## config.mk

```make
export PLATFORM = sky130hd
export DESIGN_NAME = pooling_result_writer
export DESIGN_NICKNAME = d
export VERILOG_FILES = /design/src/rtl/pooling_result_writer_pkg.sv /design/src/rtl/pooling_result_writer_marker_delay.sv /design/src/rtl/pooling_result_writer.sv
export SDC_FILE = /design/constraint.sdc
export NUM_CORES = 1
export LEC_CHECK = 0
export ABC_AREA = 1
export CORE_UTILIZATION = 25
export CTS_CLUSTER_SIZE = 14
export DETAILED_ROUTE_END_ITERATION = 6
export PLACE_DENSITY = 0.4
export REMOVE_ABC_BUFFERS = 1
export SLEW_MARGIN = 20
export SYNTH_ARGS = -nofsm -noshare
export SYNTH_HDL_FRONTEND = slang
export SYNTH_HIERARCHICAL = 1
export SYNTH_SLANG_ARGS = --single-unit
```

## constraint.sdc

```tcl
create_clock -name clk -period 1.9 [get_ports clk]
set_input_delay 0.38 -clock clk [delete_from_list [all_inputs] [get_ports clk]]
set_output_delay 0.38 -clock clk [all_outputs]
set_load 0.01 [all_outputs]
```

## src/rtl/pooling_result_writer_pkg.sv

```systemverilog
// Shared definitions for the pooling result writer.
//   DATA_WIDTH_DEF : default sample width
//   ADDR_W         : output buffer address width
//   state_e        : completion-tracking states
//   pool_smax      : signed maximum on sign-extended operands
package pooling_result_writer_pkg;

  localparam int unsigned DATA_WIDTH_DEF = 8;
  localparam int unsigned ADDR_W         = 12;

  typedef enum logic [1:0] {
    ST_IDLE = 2'd0,
    ST_RUN  = 2'd1,
    ST_DONE = 2'd2
  } state_e;

  // Operands are passed sign-extended to 32 bits so one function serves
  // any DATA_WIDTH up to 32; callers truncate the result back.
  function automatic logic signed [31:0] pool_smax(input logic signed [31:0] a,
                                                   input logic signed [31:0] b);
    return (b > a) ? b : a;
  endfunction

endpackage

```

## src/rtl/pooling_result_writer_marker_delay.sv

```systemverilog
// pool_marker_delay: RD_LATENCY-deep shift register that aligns the
// read-side markers with the buffer read data.
//   clk, rstn  : clock, synchronous active-low reset
//   clr        : synchronous clear (drops all in-flight markers)
//   valid_in, first_in, last_in    : address-aligned markers
//   valid_out, first_out, last_out : data-aligned markers
module pool_marker_delay #(
  parameter int unsigned RD_LATENCY = 1
) (
  input  logic clk,
  input  logic rstn,
  input  logic clr,
  input  logic valid_in,
  input  logic first_in,
  input  logic last_in,
  output logic valid_out,
  output logic first_out,
  output logic last_out
);

  logic [RD_LATENCY-1:0] v_q, v_d;
  logic [RD_LATENCY-1:0] f_q, f_d;
  logic [RD_LATENCY-1:0] l_q, l_d;

  always_comb begin
    v_d    = v_q << 1;
    f_d    = f_q << 1;
    l_d    = l_q << 1;
    v_d[0] = valid_in;
    f_d[0] = first_in;
    l_d[0] = last_in;
    if (clr) begin
      v_d = '0;
      f_d = '0;
      l_d = '0;
    end
  end

  always_ff @(posedge clk) begin
    if (!rstn) begin
      v_q <= '0;
      f_q <= '0;
      l_q <= '0;
    end else begin
      v_q <= v_d;
      f_q <= f_d;
      l_q <= l_d;
    end
  end

  assign valid_out = v_q[RD_LATENCY-1];
  assign first_out = f_q[RD_LATENCY-1];
  assign last_out  = l_q[RD_LATENCY-1];

endmodule

```

## src/rtl/pooling_result_writer.sv

```systemverilog
// pooling_result_writer: reduces each pooling window of read data to its
// signed maximum and writes one result per window to the output buffer.
//   clk, rstn      : clock, synchronous active-low reset
//   go             : start pulse, clears counters/pipeline/accumulator
//   cena           : active-low read enable (address-aligned)
//   first_data     : first sample of window (address-aligned)
//   last_data      : last sample of window (address-aligned)
//   din            : signed read data, RD_LATENCY cycles after cena
//   wa_data        : output write address
//   wd_data        : pooled result
//   wena           : active-low write enable
//   done           : one-cycle pulse after the final write of a run
module pooling_result_writer
  import pooling_result_writer_pkg::*;
#(
  parameter int unsigned DATA_WIDTH   = DATA_WIDTH_DEF,
  parameter int unsigned OUTPUT_BATCH = 5,
  parameter int unsigned OUT_WIDTH    = 24,
  parameter int unsigned OUT_HEIGHT   = 24,
  parameter int unsigned RD_LATENCY   = 1,
  parameter int unsigned BASE_ADDR    = 0
) (
  input  logic                         clk,
  input  logic                         rstn,
  input  logic                         go,
  input  logic                         cena,
  input  logic                         first_data,
  input  logic                         last_data,
  input  logic signed [DATA_WIDTH-1:0] din,
  output logic        [ADDR_W-1:0]     wa_data,
  output logic signed [DATA_WIDTH-1:0] wd_data,
  output logic                         wena,
  output logic                         done
);

  localparam int unsigned TOTAL = OUTPUT_BATCH * OUT_WIDTH * OUT_HEIGHT;
  localparam int unsigned CNT_W = ADDR_W + 1;
  localparam logic [CNT_W-1:0]  LAST_CNT = CNT_W'(TOTAL - 1);
  localparam logic [ADDR_W-1:0] BASE_A   = ADDR_W'(BASE_ADDR);
  localparam logic signed [DATA_WIDTH-1:0] ACC_MIN = {1'b1, {(DATA_WIDTH-1){1'b0}}};

  logic mk_valid, mk_first, mk_last;

  pool_marker_delay #(
    .RD_LATENCY(RD_LATENCY)
  ) u_marker_delay (
    .clk      (clk),
    .rstn     (rstn),
    .clr      (go),
    .valid_in (~cena),
    .first_in (first_data),
    .last_in  (last_data),
    .valid_out(mk_valid),
    .first_out(mk_first),
    .last_out (mk_last)
  );

  state_e                         state_q, state_d;
  logic signed [DATA_WIDTH-1:0]   acc_q, acc_d;
  logic        [CNT_W-1:0]        cnt_q, cnt_d;
  logic        [ADDR_W-1:0]       wa_q, wa_d;
  logic signed [DATA_WIDTH-1:0]   wd_q, wd_d;
  logic                           wena_q, wena_d;
  logic                           done_q, done_d;
  logic signed [DATA_WIDTH-1:0]   pooled;

  always_comb begin
    state_d = state_q;
    acc_d   = acc_q;
    cnt_d   = cnt_q;
    wa_d    = wa_q;
    wd_d    = wd_q;
    wena_d  = 1'b1;
    // DONE is entered on the edge that raises the final write strobe, so
    // done trails wena by one cycle.
    done_d  = (state_q == ST_DONE);
    pooled  = mk_first ? din : DATA_WIDTH'(pool_smax(32'(acc_q), 32'(din)));

    if (go) begin
      // go wins over a coincident last marker: the window is dropped
      cnt_d   = '0;
      acc_d   = ACC_MIN;
      state_d = ST_RUN;
    end else begin
      if (state_q == ST_DONE) begin
        state_d = ST_IDLE;
      end
      if (mk_valid) begin
        acc_d = pooled;
        if (mk_last) begin
          wd_d   = pooled;
          wa_d   = BASE_A + cnt_q[ADDR_W-1:0];
          wena_d = 1'b0;
          if (cnt_q == LAST_CNT) begin
            cnt_d = '0;
            if (state_q == ST_RUN) begin
              state_d = ST_DONE;
            end
          end else begin
            cnt_d = cnt_q + 1'b1;
          end
        end
      end
    end
  end

  always_ff @(posedge clk) begin
    if (!rstn) begin
      state_q <= ST_IDLE;
      acc_q   <= ACC_MIN;
      cnt_q   <= '0;
      wa_q    <= '0;
      wd_q    <= '0;
      wena_q  <= 1'b1;
      done_q  <= 1'b0;
    end else begin
      state_q <= state_d;
      acc_q   <= acc_d;
      cnt_q   <= cnt_d;
      wa_q    <= wa_d;
      wd_q    <= wd_d;
      wena_q  <= wena_d;
      done_q  <= done_d;
    end
  end

  assign wa_data = wa_q;
  assign wd_data = wd_q;
  assign wena    = wena_q;
  assign done    = done_q;

endmodule

```

==> reports/qor.yml, run 1 <==
worstPathCellList: "inv_2 -> ha_4 -> nand2_1 -> nor2_4 -> nand4_1 -> nand2_8 -> nand2_8 -> nand2_2 -> nand3_1 -> nand2_1 -> inv_1"
required_ns: 2.11
grt_pass1_wl_um: 9356
dp_hpwl_um: 4017
yosysTopAreaCell: "dfxtp_1"
grt-ovfl-total: 0
peakVddDrop_v: 0.0002401
period_share: 0.9334
worstSkewPairLatency_ns: 0.30
wl_per_cell_um: 12.21
start_util: 0.2572
drive_gt1_frac: 0.2329
grt_pass1_vias: 1952
min_period_ns: 1.773
power_mw: 1.947
cp_max_fo: 8
drc_errors: 0
dp_cells: 463
syn_avg_cell_area_sq_um: 7.200
p_leak_nw: 1.404
worst-setup-path-type: "flop to flop"
grt_max_degree: 23
powerDensity_nw_per_um2: 615.4
yosysWarningCount: 6
area_growth_pct: 41.76
cp-start-kind: "flop"
antenna_left: 0
max_slew_margin: 0.7018
worstSetupEndpointType: "flop"
critical_path_arrival_ns: 1.98
ys.flop_type: "dfxtp_1"
gp_congestion: 0.7907
hold_viol_final: 0
status: "completed"
chipHeight_um: 96.49
yosys-top-cells-area: "dfxtp_1, nand2_1, inv_1, nand3_1, ha_1"
final_cells: 473
die_area_sq_um: 9310
worst_pin_slew_ns: 0.4456
syn_area_sq_um: 2232
slew_viol_final: 0
netlist-cell-type-count: 27
core_sq_um: 8678
synth.most_common_cell: "nand2_1"
synthTopCellsByCount: "nand2_1, inv_1, dfxtp_1"
cts_tree: "done"
drv_cap: 0
synth_edf_count: 0
wirelength_um: 5774
numCtsBuffers: 5
clock_path_buffers: 2
grt.total_usage: 0.1307
fin_nets: 388
initialDrtViolationCount: 38
io_buffers: 35
synth_cells: 310
antenna_cells: 0
synth_seq_area_share: 0.4305
setup_viol_count_final: 0
dr.pass1.iters: 4
clock_sinks: 48
pin_count: 36
fin_tns_setup_ns: 0
antenna_found_initial: 0
hold_path.class: "flop to flop"
die_x_um: 96.49
rows: 34
vias: 2048
synth-async-reset-ratio: 0
fmax_mhz: 563.9
critPathSlowestCell: "dfxtp_2"
clkTransAtPathRegs_ns: 0.09
cts_max_level: 2
viasPerCell: 4.330
ctsRootBufferMaster: "clkbuf_8"
slowest_delay_ns: 0.35
ys_ff_latch: 48
skew_ns: 0.006132
synth_top_area_share: 0.4305
-- state kept, by name, summed over array words and instances (netlist names) --
name and count:
state_q 2, cnt_q 13, wd_data 8, u_marker_delay/valid_out 1, acc_q 8, done 1
wa_data 12, u_marker_delay/first_out 1, u_marker_delay/last_out 1, wena 1
-- kinds of logic after synthesis --
| logic type | synth area share |
|---|---|
| compound gates | 0.1026 |
| xor+xnor | 0.01962 |
| simple gates | 0.2954 |
| fa+ha+maj | 0.05045 |
| buf+inv | 0.1015 |
| flops | 0.4305 |
-- layout make-up --
| cell class | instances | area, sq um |
|---|---|---|
| Tap cell | 108 | 135.1 |
| Multi-Input combinational cell | 203 | 1257 |
| Clock buffer | 7 | 96.34 |
| Inverter | 53 | 198.9 |
| Fill cell | 975 | 5514 |
| Sequential cell | 48 | 969.7 |
| Timing Repair Buffer | 54 | 506.7 |
-- metal layers --
layer  up-vias  routed length [um]  GRT usage
li1       1086                   -          -
met1       928                2815     0.1675
met2        27                2724     0.2212
met3         7                 179    0.02660
met4         0                  54    0.03676
met5         -                   0          0
-- through the flow --
stage / hold WS [ns] / worst slack (ns) / area (sq um) / util
finish: 0.4366 / 0.1265 / 3164 / 0.3646
global route: 0.4715 / -0.02018 / 3164 / 0.3646
CTS: 0.4405 / 0.009157 / 2963 / 0.3414
detailed placement: 0.4261 / -0.4682 / 2830 / 0.3261
global placement: 0.4200 / -0.4567 / 2830 / 0.3261
floorplan: 0.3982 / -0.3204 / 2205 / -
-- report_power, final --
group / internal (mW) / switching (mW) / leakage [nW] / total [mW]
combinational: 0.110 / 0.149 / 0.963 / 0.259
sequential: 1.02 / 0.00648 / 0.390 / 1.02
clock: 0.325 / 0.340 / 0.0503 / 0.665
-- final timing paths --
| kind | start | end | slack [ns] | depth (start not counted) |
|---|---|---|---|---|
| worst max-delay path | acc_q[5] | wd_data[3] | 0.13 | 11 |
| worst min register to register | state_q[0] | done | 0.44 | 1 |
| worst min-delay path | state_q[0] | done | 0.44 | 1 |
| worst max register to register | acc_q[5] | wd_data[3] | 0.13 | 11 |
-- timing repair --
action	in CTS	in global routing
endpoints found under the setup margin	16	16
hold buffers	0	0
gates resized for setup	12	48
setup buffers	0	2
pin swaps	9	13
gates cloned	1	0
-- critical path, delay by kind of cell, from the launching register on --
family                   cells  cell delay (ns)
flip-flops                   1             0.35
buffers and inverters        2             0.09
adder cells (fa/ha/maj)      1             0.27
AND/OR/NAND/NOR              8             0.97
-- layout by cell type (no fill, tap or decap), drive strengths merged --
cell | Yosys | routed
a211oi | 2 | 2
buf | 2 | 19
a31oi | 1 | 1
clkbuf | 5 | 7
ha | 9 | 9
nand3 | 30 | 30
nand2 | 72 | 73
inv | 52 | 52
nor4 | 2 | 2
clkinv | 1 | 1
xor2 | 4 | 4
clkdlybuf4s50 | 0 | 27
dlygate4sd2 | 0 | 5
a21oi | 22 | 22
o21ai | 18 | 18
a21o | 1 | 1
dfxtp | 48 | 48
nand4 | 3 | 3
xnor2 | 1 | 1
nor3 | 3 | 3
nor2 | 34 | 34
dlymetal6s2s | 0 | 3
Power figures use the tool's default switching activity.
==> run 2, diff against run 1 <==
--- a/config.mk
+++ b/config.mk
@@ -10,6 +10,7 @@
 export CTS_CLUSTER_SIZE = 14
 export DETAILED_ROUTE_END_ITERATION = 6
 export PLACE_DENSITY = 0.4
+export RECOVER_POWER = 100
 export REMOVE_ABC_BUFFERS = 1
 export SLEW_MARGIN = 20
 export SYNTH_ARGS = -nofsm -noshare
==> reports/qor.yml, run 2 (synthesized netlist as in run 1, its figures left out) <==
area_growth_pct: 41.37
grt_pass1_wl_um: 9356
cp-start-kind: "flop"
worst_pin_slew_ns: 0.6881
start_util: 0.2572
vias: 2048
cp_max_fo: 8
gp_congestion: 0.7907
antenna_cells: 0
postLayoutCellArea_sq_um: 3156
ctsRootBufferMaster: "clkbuf_8"
dp_cells: 463
placedInstanceArea_sq_um: 2830
numCtsBuffers: 5
dp_hpwl_um: 4017
worstSetupEndpointType: "flop"
power_mw: 1.943
cts_max_level: 2
setup_viol_count_final: 0
required_ns: 2.11
skew_ns: 0.006143
holdBufCountCts: 0
powerDensity_nw_per_um2: 615.9
wirelength_um: 5771
peakVddDrop_v: 0.0002398
grt_use_met2: 0.2212
fin_nets: 388
slew_viol_final: 0
initialDrtViolationCount: 39
cts_tree: "done"
largest_reg_flops: 13
final_cell_mix: "nand2_1, inv_1, dfxtp_1"
io_buffers: 35
final_common_cell: "nand2_1"
pin_count: 36
period_share: 0.9359
wl_per_cell_um: 12.20
clkTransAtPathRegs_ns: 0.09
antenna_found_initial: 0
critical_path_arrival_ns: 1.98
clock_sinks: 48
fin_tns_setup_ns: 0
status: "completed"
p_leak_nw: 1.471
grt-busiest-layer: "met2"
chipHeight_um: 96.49
grt_pass1_vias: 1952
grt-ovfl-total: 0
fmax_mhz: 562.4
drc_errors: 0
die_x_um: 96.49
worstSkewPairLatency_ns: 0.30
grt_use_met3: 0.02660
grt_max_degree: 23
drv_cap: 0
grt.total_usage: 0.1307
grt_use_met1: 0.1675
drive_gt1_frac: 0.2274
dr.pass1.iters: 4
max_slew_margin: 0.5413
final_cells: 473
die_area_sq_um: 9310
hold_path.class: "flop to flop"
core_sq_um: 8678
viasPerCell: 4.330
clock_path_buffers: 2
hold_viol_final: 0
worst-setup-path-type: "flop to flop"
regMostFlops: "cnt_q"
min_period_ns: 1.778
rows: 34
antenna_left: 0
-- run 2: report_power, final --
group	switching, mW	internal, mW
Sequential	0.00633	1.02
Clock	0.340	0.325
Combinational	0.149	0.106
Total	0.495	1.45
-- run 2: critical path, cell delays in order (launching register included) --
cell	delay, ns
dfxtp_2	0.35
inv_2	0.06
ha_4	0.27
nand2_1	0.08
nor2_4	0.13
nand4_1	0.24
nand2_8	0.19
nand2_8	0.10
nand2_2	0.09
nand3_1	0.07
nand2_1	0.07
inv_1	0.03
-- run 2: area by class of cell --
type / instances / area [sq um]
Inverter: 53 / 198.9
Fill cell: 976 / 5523
Sequential cell: 48 / 969.7
Multi-Input combinational cell: 203 / 1255
Timing Repair Buffer: 54 / 500.5
Tap cell: 108 / 135.1
Clock buffer: 7 / 96.34
-- run 2: final timing paths --
check             startpoint         end  slack (ns)  depth (start not counted)
setup / recovery    acc_q[5]  wd_data[3]        0.12                         11
hold / removal    state_q[0]        done        0.44                          1
setup reg to reg    acc_q[5]  wd_data[3]        0.12                         11
hold reg to reg   state_q[0]        done        0.44                          1
-- run 2: timing repair --
item,in CTS,in global routing
gates resized for setup,12,48
pin swaps,9,13
setup buffers,0,2
cloned,1,0
setup endpoints to repair,16,16
-- run 2: metal layers --
metal / part of all wire / wire length, um / vias up
met5: 0 / 0 / -
met4: 0.0094 / 54 / 0
met3: 0.031 / 177 / 7
met2: 0.47 / 2724 / 27
met1: 0.49 / 2814 / 928
li1: - / - / 1086
-- run 2: stage by stage --
step / worst slack (ns) / hold slack (ns) / utilization
after global placement: -0.4567 / 0.4200 / 0.3261
after CTS: 0.009157 / 0.4405 / 0.3414
after global routing: -0.02018 / 0.4715 / 0.3636
final: 0.1219 / 0.4366 / 0.3636
after floorplan: -0.3204 / 0.3982 / -
after detailed placement: -0.4682 / 0.4261 / 0.3261
